File: src/rtl/lvdc_mem_pkg.sv
// rtl/lvdc_mem_pkg.sv - shared types, address field positions and select decoder for the core-memory sequencer
package lvdc_mem_pkg;

    typedef enum logic [2:0] {
        sIdle,
        sSetup,
        sRead,
        sCapt,
        sWrite,
        sRec
    } memState_t;

    // High-decade X field is the split {addr[AX0_HI], addr[AX0_LO +: 2]}
    localparam int AX_LO  = 0;
    localparam int AY_LO  = 3;
    localparam int AX0_LO = 6;
    localparam int AY0_LO = 8;
    localparam int AX0_HI = 11;

    function automatic logic [7:0] onehot_n(input logic [2:0] sel);
        return ~(8'h01 << sel);
    endfunction

endpackage

File: src/rtl/phase_timer.sv
// rtl/phase_timer.sv - loadable down-counter that parks at zero and flags it
module phase_timer #(
    parameter int W = 3
) (
    input  logic         clk,
    input  logic         rst,
    input  logic         load,
    input  logic [W-1:0] loadValue,
    output logic [W-1:0] count,
    output logic         zero
);

    always_ff @(posedge clk) begin
        if (rst) begin
            count <= '0;
        end else if (load) begin
            count <= loadValue;
        end else if (count != '0) begin
            count <= count - W'(1);
        end
    end

    assign zero = (count == '0);

endmodule

File: src/rtl/memory_cycle_sequencer.sv
// rtl/memory_cycle_sequencer.sv - sequences one core-memory read/regenerate or read/write cycle
module memory_cycle_sequencer
    import lvdc_mem_pkg::*;
#(
    parameter int T_SETUP = 2,
    parameter int T_READ  = 4,
    parameter int T_WRITE = 4,
    parameter int T_REC   = 1
) (
    input  logic        clk,
    input  logic        rst,
    input  logic        req,
    input  logic [11:0] addr,
    input  logic        syl,
    input  logic        wr,
    input  logic [13:0] sa,
    output logic        ack,
    output logic        done,
    output logic        busy,
    output logic [13:0] rd_data,
    output logic [7:0]  ax_n,
    output logic [7:0]  ay_n,
    output logic [7:0]  ax0_n,
    output logic [7:0]  ay0_n,
    output logic        syl0_n,
    output logic        syl1_n,
    output logic        rdm,
    output logic        rdm_n,
    output logic        sync,
    output logic        brov_a,
    output logic        brov_b,
    output logic        inhbs
);

    localparam int T_MAX_SR = (T_SETUP > T_READ) ? T_SETUP : T_READ;
    localparam int T_MAX_WR = (T_WRITE > T_REC) ? T_WRITE : T_REC;
    localparam int T_MAX    = (T_MAX_SR > T_MAX_WR) ? T_MAX_SR : T_MAX_WR;
    localparam int CW       = $clog2(T_MAX + 1);

    if (T_SETUP < 1 || T_READ < 1 || T_WRITE < 1 || T_REC < 1) begin : gBadTiming
        $error("memory_cycle_sequencer: every phase length must be at least 1 cycle");
    end

    memState_t      state, nextState;
    logic           timerLoad, timerZero;
    logic [CW-1:0]  timerLoadValue, timerCount;
    logic [11:0]    addrQ, addrN;
    logic           sylQ, sylN, wrQ, wrN;
    logic           accept, driving, lastRec;

    phase_timer #(.W(CW)) uTimer (
        .clk       (clk),
        .rst       (rst),
        .load      (timerLoad),
        .loadValue (timerLoadValue),
        .count     (timerCount),
        .zero      (timerZero)
    );

    always_ff @(posedge clk) begin
        if (rst) begin
            state <= sIdle;
        end else begin
            state <= nextState;
        end
    end

    // Each phase reloads the timer with length-1 on entry and leaves when it reaches zero
    always_comb begin
        nextState      = state;
        timerLoad      = 1'b0;
        timerLoadValue = '0;
        case (state)
            sIdle: if (req) begin
                nextState      = sSetup;
                timerLoad      = 1'b1;
                timerLoadValue = CW'(T_SETUP - 1);
            end
            sSetup: if (timerZero) begin
                nextState      = sRead;
                timerLoad      = 1'b1;
                timerLoadValue = CW'(T_READ - 1);
            end
            sRead: if (timerZero) begin
                nextState      = sCapt;
                timerLoad      = 1'b1;
            end
            sCapt: begin
                nextState      = sWrite;
                timerLoad      = 1'b1;
                timerLoadValue = CW'(T_WRITE - 1);
            end
            sWrite: if (timerZero) begin
                nextState      = sRec;
                timerLoad      = 1'b1;
                timerLoadValue = CW'(T_REC - 1);
            end
            sRec: if (timerZero) begin
                nextState      = sIdle;
            end
            default: nextState = sIdle;
        endcase
    end

    // Outputs are registered from the upcoming state, so they line up with the state itself
    always_comb begin
        accept  = (state == sIdle) && req;
        addrN   = accept ? addr : addrQ;
        sylN    = accept ? syl : sylQ;
        wrN     = accept ? wr : wrQ;
        driving = nextState inside {sSetup, sRead, sCapt, sWrite};
        lastRec = (nextState == sRec) &&
                  ((state == sRec) ? (timerCount == CW'(1)) : (T_REC == 1));
    end

    always_ff @(posedge clk) begin
        if (rst) begin
            addrQ <= '0;
            sylQ  <= 1'b0;
            wrQ   <= 1'b0;
        end else if (accept) begin
            addrQ <= addr;
            sylQ  <= syl;
            wrQ   <= wr;
        end
    end

    always_ff @(posedge clk) begin
        if (rst) begin
            ack     <= 1'b0;
            done    <= 1'b0;
            busy    <= 1'b0;
            rd_data <= '0;
            ax_n    <= 8'hFF;
            ay_n    <= 8'hFF;
            ax0_n   <= 8'hFF;
            ay0_n   <= 8'hFF;
            syl0_n  <= 1'b1;
            syl1_n  <= 1'b1;
            rdm     <= 1'b0;
            rdm_n   <= 1'b1;
            sync    <= 1'b0;
            brov_a  <= 1'b0;
            brov_b  <= 1'b0;
            inhbs   <= 1'b1;
        end else begin
            ack    <= accept;
            done   <= lastRec;
            busy   <= (nextState != sIdle);
            ax_n   <= driving ? onehot_n(addrN[AX_LO +: 3]) : 8'hFF;
            ay_n   <= driving ? onehot_n(addrN[AY_LO +: 3]) : 8'hFF;
            ax0_n  <= driving ? onehot_n({addrN[AX0_HI], addrN[AX0_LO +: 2]}) : 8'hFF;
            ay0_n  <= driving ? onehot_n(addrN[AY0_LO +: 3]) : 8'hFF;
            syl0_n <= ~(driving && !sylN);
            syl1_n <= ~(driving && sylN);
            rdm    <= (nextState == sRead);
            rdm_n  <= (nextState != sRead);
            inhbs  <= (nextState != sRead);
            sync   <= ((nextState == sRead) && (state != sRead)) ||
                      ((nextState == sWrite) && (state != sWrite));
            brov_a <= (nextState == sWrite) && wrN;
            brov_b <= (nextState == sWrite) && !wrN;
            if (state == sCapt) begin
                rd_data <= sa;
            end
        end
    end

endmodule

File: config.mk
export PLATFORM = sky130hd
export DESIGN_NAME = memory_cycle_sequencer
export DESIGN_NICKNAME = d
export VERILOG_FILES = /design/src/rtl/lvdc_mem_pkg.sv /design/src/rtl/phase_timer.sv /design/src/rtl/memory_cycle_sequencer.sv
export SDC_FILE = /design/constraint.sdc
export NUM_CORES = 1
export LEC_CHECK = 0
export CORE_MARGIN = 4
export CORE_UTILIZATION = 47
export DETAILED_ROUTE_END_ITERATION = 16
export GPL_ROUTABILITY_DRIVEN = 0
export PLACE_DENSITY = 0.9
export SYNTH_ARGS = -nofsm -noshare
export SYNTH_HDL_FRONTEND = slang
export SYNTH_HIERARCHICAL = 1
export SYNTH_SLANG_ARGS = --single-unit
File: constraint.sdc
create_clock -name clk -period 2.41 [get_ports clk]
set_input_delay 0.6025 -clock clk [delete_from_list [all_inputs] [get_ports clk]]
set_output_delay 0.6025 -clock clk [all_outputs]
set_load 0.01 [all_outputs]
; ---- Word-level counts from Yosys, hierarchy flattened
; Index checks and enable logic that the tools add are counted.
[word_totals]
word_cells = 83
out_inout_bits = 57
in_bits = 31
register_bits = 76
[classes]
bitwise_logic = 7
n_addsub = 1
reduce_logical = 19
n_mux = 18
shifts = 4
eq_ne = 14
[ops]
columns = cell, count
row1 = NOT 8 bit, 4
row2 = "<< shifter 1 x 3 -> 8 bit, first input constant", 4
row3 = two-way mux 3 bit, 7
row4 = case mux 3 bit (6 select lines), 1
row5 = "equality test 3 x 2 -> 1 bit, second input constant", 4
row6 = "equality test 3 bit, second input constant", 4
row7 = two-way mux 12 bit, 1
row8 = "equality test 3 x 1 -> 1 bit, second input constant", 3
row9 = logical AND 1 bit, 8
row10 = zero test 3 bit, 2
row11 = two-way mux 1 bit, 6
row12 = "!= test 3 x 2 -> 1 bit, second input constant", 2
row13 = case mux 2 bit (3 select lines), 1
row14 = nonzero test 3 bit, 2
row15 = nonzero test 4 bit, 1
row16 = "!= test 3 bit, second input constant", 1
row17 = NOT 1 bit, 3
row18 = case mux 1 bit (3 select lines), 1
row19 = OR reduction 3 bit, 1
row20 = "subtractor 3 x 1 -> 3 bit, second input constant", 1
row21 = zero test 1 bit, 2
row22 = two-way mux 2 bit, 1
row23 = nonzero test 2 bit, 1
row24 = OR reduction 2 bit, 1
row25 = logical OR 1 bit, 1

; ---- Logic depth before layout (Yosys ltp)
[depth]
ltp_word = 7
mapped_depth = 10
ltp_nobuf = 9

; ---- By module
; Netlist, hierarchy kept.
[modules_own_cells]
columns = module, cells_each, instances, area_each_um2, seq_area_each_um2
row1 = memory_cycle_sequencer, 302, 1, 2773.9, 1461.4
row2 = phase_timer, 22, 1, 206.4, 60.1

; ---- Worst setup path after synthesis
; Ideal clock, no wire load.
[synth_path]
kind = register -> register
start = reg uTimer.count[0]
end = reg uTimer.count[0]
slack_ns = 0.491
n_path_buf = 1
path_stages_with_launch = 11
t_arrival_ns = 1.807
setup_ns = 0.112
path_cell_list = dfxtp_1 > inv_1 > ha_1 > nand2b_1 > inv_1 > clkbuf_1 > o21ai_0 > a31oi_1 > a31o_2 > nor2b_1 > a2111oi_1
[synth_via]
elab_chain_cells = 4
elab_cells_between_ends = 10
cone_classes = 1 x add/sub / 6 x mux / 3 x reduce/logical
[synth_lines]
columns = element, line
row1 = start: declaration, phase_timer.sv:9  ; output logic [W-1:0] count,
row2 = start signal: assignment, phase_timer.sv:17  ; count <= loadValue;
row3 = start signal: assignment, phase_timer.sv:19  ; count <= count - W'(1);
row4 = zero test 3 bit *, phase_timer.sv:23  ; assign zero = (count == '0);
row5 = net timerZero, memory_cycle_sequencer.sv:45  ; logic timerLoad, timerZero;
row6 = two-way mux 1 bit *, "memory_cycle_sequencer.sv:79, memory_cycle_sequencer.sv:84, memory_cycle_sequencer.sv:93"
row7 = case mux 1 bit (3 select lines) *, memory_cycle_sequencer.sv:73  ; case (state)
row8 = net timerLoad, memory_cycle_sequencer.sv:45
row9 = two-way mux 3 bit or nonzero test 2 bit (tied branches), n/a
; The timed path passes the listed nets; every way through them passes the cells marked *. The select of a mux whose other input is x is not followed.
; A chain may end at the register's enable or synchronous reset.

; ---- Worst setup path in the final report
[layout_path]
start = reg uTimer.count[0]
end = reg ax0_n[3]
[layout_via]
elab_chain_cells = 7
elab_cells_between_ends = 13
cone_classes = 4 x eq/ne / 5 x mux / 1 x bitwise / 3 x reduce/logical
[layout_lines]
columns = element, line
row1 = zero test 3 bit *, phase_timer.sv:23
row2 = net timerZero, memory_cycle_sequencer.sv:45
row3 = "two-way mux 3 bit, on equally long branches", n/a
row4 = case mux 3 bit (6 select lines) *, memory_cycle_sequencer.sv:73
row5 = "equality test 3 x 1 -> 1 bit, or another cell as far along", memory_cycle_sequencer.sv:111  ; driving = nextState inside {sSetup, sRead, sCapt, sWrite};
row6 = nonzero test 4 bit *, memory_cycle_sequencer.sv:111
row7 = NOT 1 bit (no source line) *, n/a
row8 = OR reduction 2 bit (no source line) *, n/a
row9 = end signal: assignment, memory_cycle_sequencer.sv:152  ; ax0_n <= driving ? onehot_n({addrN[AX0_HI], addrN[AX0_LO +: 2]}) : 8'hFF;
row10 = end: declaration, memory_cycle_sequencer.sv:23  ; output logic [7:0] ax0_n,
; The timed path passes the listed nets; every way through them passes the cells marked *.

==> metrics.txt <==
Setup-failing EPs final 0; clock insertion delay at the later pin of the skew report between 300 and 400 ps; Synth area leader dfxtp_1; Max Freq between 0.4 and 0.5 GHz; post-synthesis register bit count 76; global-route wire length before repair approximately 11000 um; crit path DAT ~2500 ps; Leak ~1.6 nW; number of H-tree levels 3; setup_tns 0 ps; DR pass1 iterations 4; Max Cap Viol 0; Clock power frac between 20% and 30%; drt wl/cell 14.05 um; syn nets around 360; Worst setup SP type register; Vias ~2500; # clock sinks 76; P_sw about 0.0011 W; post-route cell area ~4200 um^2; final max-slew violation count 0; overall power roughly 0.0037 W; Clock Skew just over 7 ps; fillcell total 462; worst vdd ir about 0.53 mV; top-area cell type share of the netlist area approximately half; Die Height ~90 um; RSZ-0062 raised after global routing no; WS Path Type reg2reg; clock-pin slew on the worst setup and hold paths 80 ps; vias per inst 5.164; cell-internal power 0.002561 W; Seq pwr share 41.0%; Post-Syn Area ~3000 um^2; Top-Level Pins just under 90; die area 7679 um^2; WL final 6927 um; CTS tree built; Finished Core Util between 60% and 70%; number of flops mapped to enable cells by yosys 0; hpwl dp about 4800 um; Area contributors post-synth dfxtp_1 51%, nand2_1 7.1%, mux2i_1 6.4%; Register Area ~1500 um^2; Hold Path Class reg2reg; final net count ~450; share of cells above drive strength 1 roughly 11%; antenna violations before repair 0; Hold-fix buffers, CTS 0; DRC 0; Clock Path Buffers 2; cts bufs inserted 9; grt total ovfl 0; commonest cells in the netlist 76 x dfxtp_1, 56 x nand2_1, 32 x nand3_1, 27 x a21oi_1; Req. time, crit path between 2000 and 3000 ps; largest net degree at the start of global routing 35; Die X-Extent between 80 and 90 um; Tcrit/Tclk final ~93%; critical path capture point type register; Sw Ratio a little under a third; most frequent cell after synthesis dfxtp_1; post-synthesis sequential area ratio around 50%; ys async rst share 0%; Final min period roughly 2200 ps; area grow syn2layout 39.80%; area of the multi-input gates between 1000 and 1500 um^2; core area around 6000 um^2; Synth Area per Inst around 9 um^2; row cnt 28; post-route ant nets 0; Post-DP Area between 3000 and 4000 um^2; cells after synthesis 324; Synth cell types 36; total track usage 18.14%; Initial Util roughly 50%; Inserted Diodes 0; DR iter-0 viols about 90; Hold Fails Final Rpt 0; critical path peak fanout 34; Post-synth top flop dfxtp_1; P per Cell Area roughly 880 nW/um^2; root buffer cell clkbuf_8; vias in the first global route between 2000 and 2500; synth warn 6; Combinational Power Share 29.5%; outcome finished clean; port buffer count 87
==> registers in the layout, summed over array words and instances, names as in the netlist <==
signal and count:
state 3, brov_b 1, sylQ 1, syl1_n 1, uTimer/count 3, ax0_n 8
busy 1, ack 1, rdm 1, ax_n 8, brov_a 1, wrQ 1
ay0_n 8, syl0_n 1, inhbs 1, ay_n 8, done 1, rd_data 14
addrQ 12, sync 1
==> layout by cell type (no fill, tap or decap), drive strengths merged, types with 2 or more instances in the layout <==
master	instances
nor2b	7
nand2b	19
inv	6
nand2	56
nand3	32
clkdlybuf4s50	87
a31o	2
ha	2
mux2i	19
and2	2
o21ai	4
nor2	18
buf	11
or3b	3
nor4b	3
clkinvlp	2
nand3b	3
or4b	2
a2111oi	3
a21oi	27
dfxtp	76
mux2	9
a31oi	2
bufinv	2
clkbuf	11
or2	2
==> through the flow <==
| stage | setup WS (ps) | std cells | hold WS (ps) |
|---|---|---|---|
| floorplan | 491.0 | 324 | 449.0 |
| global placement | 19.87 | 477 | 440.6 |
| detailed placement | -201.9 | 477 | 449.6 |
| CTS | 148.0 | 493 | 464.8 |
| global route | 15.54 | 493 | 482.7 |
| finish | 171.4 | 493 | 461.6 |
==> per-layer routing <==
layer	track usage [%]	share of wire (%)
met5	0	0
met4	6.555	1.1
met3	5.174	7.4
met2	32.19	50
met1	20.70	41
==> timing repair <==
action	CTS	global route
gates resized for setup	0	1
endpoints found under the setup margin	0	1
setup buffers	0	0
==> kinds of logic after synthesis <==
logic type | synth area share [%]
AO/OA/AOI/OAI | 8.102
adder cells (fa/ha/maj) | 0.8395
buffers and inverters | 4.744
flip-flops | 51.05
other | 0.1258
AND/OR/NAND/NOR | 25.36
multiplexers | 9.782
==> worst max-delay path: stages, from the launching register on <==
cell      delay, ps
dfxtp_1         370
inv_1            80
ha_1            230
nand2b_1        140
inv_1           180
or4b_1          560
o22ai_2         220
buf_12          210
nand3_1         100
==> worst paths after layout <==
check	start	to	slack, ps	cells past startpoint
worst min-delay path	rd_data[8]	rd_data[8]	460	2
worst min register to register	rd_data[8]	rd_data[8]	460	2
worst max register to register	uTimer/count[0]	ax0_n[3]	170	8
worst max-delay path	uTimer/count[0]	ax0_n[3]	170	8
==> cell type report <==
type	instances	share of cell area, %
flip-flops and latches	76	36.52
multi-input cells	223	31.89
repair buffers	98	23.48
well taps	75	2.252
inverters	5	0.4505
clock buffers	11	3.393
clock inverters	5	2.012
==> power groups by stage <==
stage          sequential, W  clock, W  combinational, W
2_1_floorplan        0.00153         0          0.000684
3_3_place_gp         0.00152         0           0.00102
3_5_place_dp         0.00153         0           0.00106
4_1_cts              0.00151   0.00110           0.00108
5_1_grt              0.00153   0.00115           0.00118
6_report             0.00151   0.00109           0.00109
Note: power is estimated with default switching activity, not from simulation.
